**src/rtl/ecc_apb_cmd_master.sv**
```systemverilog
// APB command master for the ECC block: takes one job per handshake, writes DATA_IN/NOISE/WIDTH/CTRL, then waits for done or a timeout.
// Define ECC_APB_READBACK_EN to read back and compare each configuration write; a mismatch sets rsp_cfg_err.
module ecc_apb_cmd_master #(
  parameter int AMBA_ADDR_WIDTH = 32,
  parameter int AMBA_WORD       = 32,
  parameter int DATA_WIDTH      = 32,
  parameter int TIMEOUT_CYCLES  = 1024
) (
  input  logic                       clk,
  input  logic                       rst,
  input  logic                       cmd_valid,
  output logic                       cmd_ready,
  input  logic [1:0]                 cmd_op,
  input  logic [1:0]                 cmd_width,
  input  logic [DATA_WIDTH-1:0]      cmd_data,
  input  logic [DATA_WIDTH-1:0]      cmd_noise,
  output logic [AMBA_ADDR_WIDTH-1:0] paddr,
  output logic [AMBA_WORD-1:0]       pwdata,
  output logic                       psel,
  output logic                       penable,
  output logic                       pwrite,
  input  logic [AMBA_WORD-1:0]       prdata,
  input  logic                       operation_done,
  input  logic [DATA_WIDTH-1:0]      data_out,
  input  logic [1:0]                 num_of_errors,
  output logic                       rsp_valid,
  input  logic                       rsp_ready,
  output logic [DATA_WIDTH-1:0]      rsp_data,
  output logic [1:0]                 rsp_errors,
  output logic                       rsp_timeout,
  output logic                       rsp_cfg_err
);
  localparam int CW = $clog2(TIMEOUT_CYCLES + 1);

  typedef enum logic [2:0] {IDLE, SETUP, ACCESS, WAIT_DONE, RESP} state_t;

  state_t                state_q, state_d;
  logic [1:0]            idx_q, idx_d, op_q, op_d, width_q, width_d;
  logic [DATA_WIDTH-1:0] data_q, data_d, noise_q, noise_d, rdata_q, rdata_d;
  logic [1:0]            rerr_q, rerr_d;
  logic                  rto_q, rto_d, rcfg_q, rcfg_d, rd_q, rd_d;
  logic [CW-1:0]         cnt_q, cnt_d;
  logic [7:0]            addr;
  logic [AMBA_WORD-1:0]  wval;

`ifndef ECC_APB_READBACK_EN
  logic unused_prdata;
  assign unused_prdata = ^prdata;
`endif

  // Write order is DATA_IN, NOISE, CODEWORD_WIDTH, CTRL; the CTRL write launches the job.
  always_comb begin
    addr = 8'h00;
    wval = '0;
    case (idx_q)
      2'd0: begin addr = 8'h04; wval = AMBA_WORD'(data_q);  end
      2'd1: begin addr = 8'h0C; wval = AMBA_WORD'(noise_q); end
      2'd2: begin addr = 8'h08; wval = AMBA_WORD'(width_q); end
      default: begin addr = 8'h00; wval = AMBA_WORD'(op_q); end
    endcase
  end

  always_ff @(posedge clk or posedge rst) begin
    if (rst) begin
      state_q <= IDLE;
      idx_q   <= '0;
      op_q    <= '0;
      width_q <= '0;
      data_q  <= '0;
      noise_q <= '0;
      rdata_q <= '0;
      rerr_q  <= '0;
      rto_q   <= 1'b0;
      rcfg_q  <= 1'b0;
      rd_q    <= 1'b0;
      cnt_q   <= '0;
    end else begin
      state_q <= state_d;
      idx_q   <= idx_d;
      op_q    <= op_d;
      width_q <= width_d;
      data_q  <= data_d;
      noise_q <= noise_d;
      rdata_q <= rdata_d;
      rerr_q  <= rerr_d;
      rto_q   <= rto_d;
      rcfg_q  <= rcfg_d;
      rd_q    <= rd_d;
      cnt_q   <= cnt_d;
    end
  end

  always_comb begin
    state_d   = state_q;
    idx_d     = idx_q;
    op_d      = op_q;
    width_d   = width_q;
    data_d    = data_q;
    noise_d   = noise_q;
    rdata_d   = rdata_q;
    rerr_d    = rerr_q;
    rto_d     = rto_q;
    rcfg_d    = rcfg_q;
    rd_d      = rd_q;
    cnt_d     = cnt_q;
    cmd_ready = 1'b0;
    psel      = 1'b0;
    penable   = 1'b0;
    pwrite    = 1'b0;
    paddr     = '0;
    pwdata    = '0;
    case (state_q)
      IDLE: begin
        cmd_ready = 1'b1;
        if (cmd_valid) begin
          op_d    = cmd_op;
          width_d = cmd_width;
          data_d  = cmd_data;
          noise_d = cmd_noise;
          idx_d   = '0;
          rd_d    = 1'b0;
          rcfg_d  = 1'b0;
          if (cmd_op == 2'd3 || cmd_width == 2'd3) begin
            rcfg_d  = 1'b1;
            state_d = RESP;
          end else begin
            state_d = SETUP;
          end
        end
      end
      SETUP: begin
        psel    = 1'b1;
        pwrite  = ~rd_q;
        paddr   = AMBA_ADDR_WIDTH'(addr);
        pwdata  = wval;
        state_d = ACCESS;
      end
      ACCESS: begin
        psel    = 1'b1;
        penable = 1'b1;
        pwrite  = ~rd_q;
        paddr   = AMBA_ADDR_WIDTH'(addr);
        pwdata  = wval;
`ifdef ECC_APB_READBACK_EN
        if (rd_q) begin
          if (prdata != wval) rcfg_d = 1'b1;
          rd_d    = 1'b0;
          idx_d   = idx_q + 2'd1;
          state_d = SETUP;
        end else if (idx_q != 2'd3) begin
          rd_d    = 1'b1;
          state_d = SETUP;
        end else begin
          cnt_d   = '0;
          state_d = WAIT_DONE;
        end
`else
        if (idx_q != 2'd3) begin
          idx_d   = idx_q + 2'd1;
          state_d = SETUP;
        end else begin
          cnt_d   = '0;
          state_d = WAIT_DONE;
        end
`endif
      end
      WAIT_DONE: begin
        cnt_d = cnt_q + 1'b1;
        // Done takes priority over a timeout in the same cycle.
        if (operation_done) begin
          rdata_d = data_out;
          rerr_d  = num_of_errors;
          state_d = RESP;
        end else if (cnt_q == CW'(TIMEOUT_CYCLES - 1)) begin
          rto_d   = 1'b1;
          state_d = RESP;
        end
      end
      RESP: begin
        if (rsp_ready) begin
          rdata_d = '0;
          rerr_d  = '0;
          rto_d   = 1'b0;
          rcfg_d  = 1'b0;
          state_d = IDLE;
        end
      end
      default: state_d = IDLE;
    endcase
  end

  assign rsp_valid   = (state_q == RESP);
  assign rsp_data    = rdata_q;
  assign rsp_errors  = rerr_q;
  assign rsp_timeout = rto_q;
  assign rsp_cfg_err = rcfg_q;
endmodule

```
**config.mk**
```make
export PLATFORM = sky130hd
export DESIGN_NAME = ecc_apb_cmd_master
export DESIGN_NICKNAME = d
export VERILOG_FILES = /design/src/rtl/ecc_apb_cmd_master.sv
export SDC_FILE = /design/constraint.sdc
export NUM_CORES = 1
export LEC_CHECK = 0
export ABC_AREA = 1
export BUFFER_PORTS_ARGS = -buffer_cell sky130_fd_sc_hd__buf_2
export CELL_PAD_IN_SITES_DETAIL_PLACEMENT = 1
export CELL_PAD_IN_SITES_GLOBAL_PLACEMENT = 1
export CORE_MARGIN = 2
export CORE_UTILIZATION = 34
export CTS_BUF_LIST = sky130_fd_sc_hd__clkbuf_8
export CTS_CLUSTER_DIAMETER = 120
export DETAILED_ROUTE_END_ITERATION = 10
export GPL_ROUTABILITY_DRIVEN = 0
export GPL_TIMING_DRIVEN = 0
export PLACE_DENSITY_LB_ADDON = 0.1
export SLEW_MARGIN = 20
export SYNTH_ARGS = -nofsm -noshare
export SYNTH_HDL_FRONTEND = slang
export SYNTH_SLANG_ARGS = --single-unit
```
**constraint.sdc**
```tcl
create_clock -name clk -period 4.3 [get_ports clk]
set_input_delay 0.215 -clock clk [delete_from_list [all_inputs] [get_ports clk]]
set_output_delay 0.215 -clock clk [all_outputs]
set_load 0.02 [all_outputs]
```
==> metrics.txt, run 1 <==
dominant cells by area after synthesis dfrtp_1 53%, nand2_1 25%, nand3_1 4.4%; shortest clock period the worst path allows after layout 2575 ps; Slew @ Worst Pin between 500 and 600 ps; total number of nets in the final design 1,206; number of enable flip-flop cells after synthesis 0; number of H-tree branching levels 4; CORE AREA approximately 16,000 um2; Avg Cell Area, Syn 7.759 um2; total number of vias between 5,000 and 6,000; maximum number of pins on one net before global-route repair 71; clock tree from TritonCTS done; number of maximum-capacitance violations 0; number of iterations in the first detailed-routing pass 4; endpoint required time on the critical path 4090 ps; clock sink count 120; worst min-delay path category primary input to flop; wire length of the first global-routing pass 29,980 um; number of ports placed on the die boundary 244; area of the die roughly 18,000 um2; DRC violation total after the first TritonRoute iteration 251; Synth Warn # 0; Post-Route WL 18,410 um; maximum buffer depth of the clock tree 2; Critical Path Fanout Max 10; vias in the first global route 6,067; f_max ~390 MHz; antenna violations before repair 0; I/O Buffers about 180; final hold slack 30.23 ps; arrival time of the worst setup path roughly 2400 ps; top cell type by total area after synthesis dfrtp_1; portion of the clock cycle consumed by the worst path in the final layout 0.5988; Via-to-Cell Ratio 4.464; total power per unit cell area 582.0 nW/um2; number of rows in the core area 47; most used cell, CP clkbuf_1; CTS clk-pin slew, worst paths 70 ps; area added between synthesis and finish 48.67%; run status completed; fin util 0.5121; remaining routing DRC violations 0; relative slew slack 0.6342; share of cells above drive strength 1 0.2561; antenna-violating nets left 0; worst setup slack after placement 2161 ps; setup repair after global routing missed its margin false; Clock Latency Late Sink roughly 440 ps; chip height 133.2 um; Inserted Clock Buffers 17; Storage cell area 3003 um2; routed length per instance 14.23 um; proportion of netlist area held by the largest area contributor 0.5295; total placed cells including tap cells 1,162; cell with the largest stage delay on the worst path clkbuf_1; slowest cell delay on critical path 430 ps; netlist area before placement 5672 um2; total overflow reported by the global router 0; number of diodes added for antenna fixing 0; final count of hold timing violations 0; most instantiated flip-flop cell in the synthesis netlist dfrtp_1; area occupied by multi-input gates between 2000 and 2500 um2; static power due to leakage ~0.0048 uW; setup slack after layout 1725 ps; proportion of synthesized chip area in sequential cells 0.5295; Layout Cells excl Fill 1,294; CP Cell Sequence inv_1 -> ha_1 -> clkbuf_1 -> clkbuf_1 -> nand2_1 -> a21oi_1 -> buf_2; largest voltage drop on the vdd net 0.1983 mV; most frequent cells after synthesis 383 x nand2_1, 120 x dfrtp_1, 50 x nand3_1, 35 x a21oi_1, 33 x buf_4; number of fill cells between 2,000 and 2,500; number of instances in the synthesized netlist 731; clock root buffer master clkbuf_8; critical path class flop to primary output; Clock Skews 7.603 ps; horizontal die dimension 133.2 um; startpoint type of the worst setup path flop; number of instances resized during post-cts repair 0; nature of the critical path endpoint primary output; final number of max-transition violations 0; GRT Resource Usage Total 0.2145; endpoints failing setup 0; number of distinct library cells after synthesis 26; post-detailed-placement half-perimeter wirelength 12,190 um; Starting Density 0.3445; cell with the most instances after synthesis nand2_1; fraction of registers with async set/reset 1.000; Seq cells post-synth 120
==> per-stage QoR <==
stage | TNS (ps) | power, uW | cell area (um2)
2_1_floorplan | 0 | 3077 | 5781
3_3_place_gp | -96100 | 3734 | 6962
3_5_place_dp | 0 | 3775 | 6997
4_1_cts | 0 | 4964 | 8432
5_1_grt | 0 | 5286 | 8432
6_report | 0 | 4907 | 8432
==> cell usage in the layout, fill, tap and decap left out, types with 5 or more instances in the layout <==
master	count
o21ai_0	14
dlygate4sd3_1	101
inv_1	28
clkbuf_8	22
nand2_1	383
buf_4	33
a21oi_1	35
conb_1	30
buf_2	200
ha_1	5
nand3_1	50
clkbuf_1	10
nor2_1	12
dfrtp_1	120
==> logic make-up after synthesis <==
logic type      Yosys count  share of synthesized area
simple gates            454                     0.3186
compound gates           54                    0.04875
buf+inv                  97                    0.09155
flops                   120                     0.5295
other cells               1                  0.0006612
fa+ha+maj                 5                    0.01103
==> flip-flops by register name (all words and copies together) (netlist names) <==
signal,flops
rsp_errors,2
rsp_timeout,1
noise_q,32
state_q,3
cnt_q,11
data_q,32
width_q,2
op_q,2
idx_q,2
rsp_cfg_err,1
rsp_data,32
==> metal layers <==
metal  vias to the layer above  GRT usage  routed length (um)
met2                       138     0.3636                9052
li1                       2861          -                   -
met1                      2744     0.2714                8147
met4                         0    0.08924                 499
met5                         -          0                   0
met3                        33    0.03919                 711
==> worst max-delay path, delay by kind of cell (launching register included) <==
kind,cells,cell delay [ps]
buf+inv,4,1000
flops,1,420
compound gates,1,220
fa+ha+maj,1,150
simple gates,1,120
==> repair_timing <==
item | CTS | global route
setup endpoints to repair | 0 | 0
buffers inserted | 0 | 0
hold buffers | 101 | 0
endpoints found under the hold margin | 150 | 0
==> worst paths after layout <==
| kind | from | endpoint | slack (ps) | cells after the start |
|---|---|---|---|---|
| hold / removal | cmd_data[16] | data_q[16] | 30 | 3 |
| setup reg to reg | state_q[1] | data_q[26] | 2620 | 7 |
| max in group asynchronous | rst | data_q[3] | 3270 | 4 |
| setup / recovery | idx_q[0] | pwdata[28] | 1730 | 7 |
| min in group asynchronous | rst | rsp_data[15] | 340 | 3 |
| hold reg to reg | noise_q[31] | noise_q[31] | 470 | 2 |
==> where the power goes <==
group	switching, uW	total [uW]	internal [uW]	leakage [uW]
clock network	451	1090	642	0.000222
registers	231	1770	1540	0.00154
logic	1360	2040	686	0.00299
==> final cells by class <==
cell class                 instances  share of cell area
buffer                            66             0.04778
timing repair buffer             283              0.2306
multi-input combinational        543              0.2678
sequential                       120              0.3561
clock buffer                      22             0.03591
inverter                          31             0.01469
tap                              220             0.03265
clock inverter                     9             0.01439
(Power assumes the default switching activity.)
==> run 2, diff against run 1 <==
--- a/config.mk
+++ b/config.mk
@@ -10,7 +10,7 @@
 export CELL_PAD_IN_SITES_DETAIL_PLACEMENT = 1
 export CELL_PAD_IN_SITES_GLOBAL_PLACEMENT = 1
 export CORE_MARGIN = 2
-export CORE_UTILIZATION = 34
+export CORE_UTILIZATION = 31
 export CTS_BUF_LIST = sky130_fd_sc_hd__clkbuf_8
 export CTS_CLUSTER_DIAMETER = 120
 export DETAILED_ROUTE_END_ITERATION = 10
==> constraint.sdc (replaced) <==
create_clock -name clk -period 2.22 [get_ports clk]
set_input_delay 0.111 -clock clk [delete_from_list [all_inputs] [get_ports clk]]
set_output_delay 0.111 -clock clk [all_outputs]
set_load 0.02 [all_outputs]
==> run 2 against run 1 <==
Hold slack improved by 60 ps. Via count fell by 0.43%. Total power rose by 98%. Final cell count rose by 1.2%. Register-to-register slack got worse by 2100 ps. Worst setup slack got worse by 1600 ps. Die area rose by 9.4%. Design area grew 2.0%. Clock-buffer cell count fell by 3. Highest routed layer unchanged.
==> metrics.txt, run 2 (synthesis gave the netlist of run 1 again) <==
Critical Path Fanout Max 10 (unchanged); Clock Skews 9.719 ps (was 7.603 ps); CORE AREA 17,960 um2 (was 16,470 um2); Slew @ Worst Pin 539.6 ps (was 548.7 ps); relative slew slack 0.6403 (was 0.6342); Design Power 9700 uW (was 4907 uW); horizontal die dimension 139.3 um (was 133.2 um); total number of vias 5,751 (was 5,776); largest voltage drop on the vdd net 0.4489 mV (was 0.1983 mV); f_max 473.8 MHz; Inserted Clock Buffers 17 (unchanged); maximum buffer depth of the clock tree 2 (unchanged); I/O Buffers 181 (unchanged); clock sink count 120 (unchanged); area added between synthesis and finish 51.58% (was 48.67%); leading cell type in the layout, fill and taps excluded nand2_1 (unchanged); critical path class flop to primary output (unchanged); nature of the critical path endpoint primary output (unchanged); number of maximum-capacitance violations 0 (unchanged); arrival time of the worst setup path 2000 ps (was 2360 ps); most used cells in the layout excluding fill and tap cells 382 x nand2_1, 195 x buf_2, 120 x dfrtp_1, 104 x dlygate4sd3_1, 50 x nand3_1 (was 383 x nand2_1, 200 x buf_2, 120 x dfrtp_1, 101 x dlygate4sd3_1, 50 x nand3_1); Via-to-Cell Ratio 4.390 (was 4.464); startpoint type of the worst setup path flop (unchanged); Starting Density 0.3157 (was 0.3445); final number of max-transition violations 0 (unchanged); chip height 139.3 um (was 133.2 um); clock tree from TritonCTS done (unchanged); total overflow reported by the global router 0 (unchanged); routed length per instance 14.61 um (was 14.23 um); fin area 8597 um2 (was 8432 um2); antenna violations before repair 0 (unchanged); endpoint required time on the critical path 2110 ps (was 4090 ps); maximum number of pins on one net before global-route repair 32 (was 71); cell count of the worst hold path 4 (was 3); worst min-delay path category primary input to flop (unchanged); total power per unit cell area 1128 nW/um2 (was 582.0 nW/um2); number of ports placed on the die boundary 244 (unchanged); remaining routing DRC violations 0 (unchanged); portion of the clock cycle consumed by the worst path in the final layout 0.9507; share of cells above drive strength 1 0.2673 (was 0.2561); GRT Resource Usage Total 0.2045 (was 0.2145); final hold slack 89.99 ps (was 30.23 ps); static power due to leakage 0.004832 uW (was 0.004756 uW); total number of nets in the final design 1,213 (was 1,206); vias in the first global route 6,144 (was 6,067); Post-Route WL 19,140 um (was 18,410 um); shortest clock period the worst path allows after layout between 2000 and 2500 ps; CTS clk-pin slew, worst paths 60 ps (was 70 ps); clock root buffer master clkbuf_8 (unchanged); post-detailed-placement half-perimeter wirelength 12,780 um (was 12,190 um); Clock Latency Late Sink 440 ps (about the same); final count of hold timing violations 0 (unchanged); setup repair after global routing missed its margin true (was false); run status completed (unchanged); endpoints failing setup 0 (unchanged); number of diodes added for antenna fixing 0 (unchanged); Worst R2R Path Depth 7 (unchanged); number of rows in the core area 49 (was 47); DRC violation total after the first TritonRoute iteration 260 (was 251); antenna-violating nets left 0 (unchanged); number of H-tree branching levels 4 (unchanged); fin util 0.4786 (was 0.5121); area of the die 19,390 um2 (was 17,730 um2); dpl cell area 7064 um2 (was 6997 um2); wire length of the first global-routing pass 31,600 um (was 29,980 um); number of iterations in the first detailed-routing pass 4 (unchanged)
==> run 2: cell type report <==
class | instances | area, um2
fillers | 2248 | 9366
flip-flops and latches | 120 | 3003
multi-input cells | 543 | 2276
repair buffers | 291 | 2059
plain buffers | 65 | 431.7
well taps | 229 | 286.5
clock buffers | 19 | 261.5
clock inverters | 12 | 158.9
inverters | 31 | 120.1
==> run 2: path summary, 6_finish.rpt <==
path | startpoint | endpoint | slack (ps)
worst min register to register | rsp_timeout | rsp_timeout | 470
min in group asynchronous | rst | noise_q[28] | 260
worst max-delay path | state_q[2] | pwdata[10] | 110
max in group asynchronous | rst | cnt_q[7] | 1280
worst min-delay path | operation_done | state_q[1] | 90
worst max register to register | state_q[2] | rsp_data[7] | 550
==> run 2: stage by stage <==
stage / std cells / TNS [ps] / worst slack (ps)
final: 1310 / 0 / 109.5
after floorplan: 760 / 0 / 583.6
after detailed placement: 1174 / 0 / 167.8
after global placement: 1170 / -41340 / -354.7
after global routing: 1310 / -125.6 / -16.32
after CTS: 1308 / 0 / 29.56
==> run 2: repair_timing <==
action | CTS | global route
buffers inserted | 0 | 2
hold buffers | 104 | 0
pin swaps | 0 | 1
endpoints found under the hold margin | 118 | 0
gates resized for setup | 15 | 9
endpoints found under the setup margin | 31 | 30
gates cloned | 0 | 0
==> run 2: where the power goes <==
group	leakage [uW]	switching, uW	internal (uW)
Clock	0.000225	877	1260
Combinational	0.00306	2680	1450
Sequential	0.00154	451	2980
==> run 2: worst max-delay path, cell delays in order (launching register included) <==
cell and delay [ps]:
dfrtp_1 430, inv_1 120, nand3_1 160, nand2_2 160
nand2_1 120, clkbuf_4 220, a21oi_1 190, buf_4 170
==> run 2: routing by layer <==
| metal | wire (um) | global-route usage | part of all wire |
|---|---|---|---|
| met5 | 0 | 0 | 0 |
| met4 | 464 | 0.07602 | 0.024 |
| met1 | 8600 | 0.2657 | 0.45 |
| met3 | 730 | 0.04439 | 0.038 |
| met2 | 9348 | 0.3362 | 0.49 |
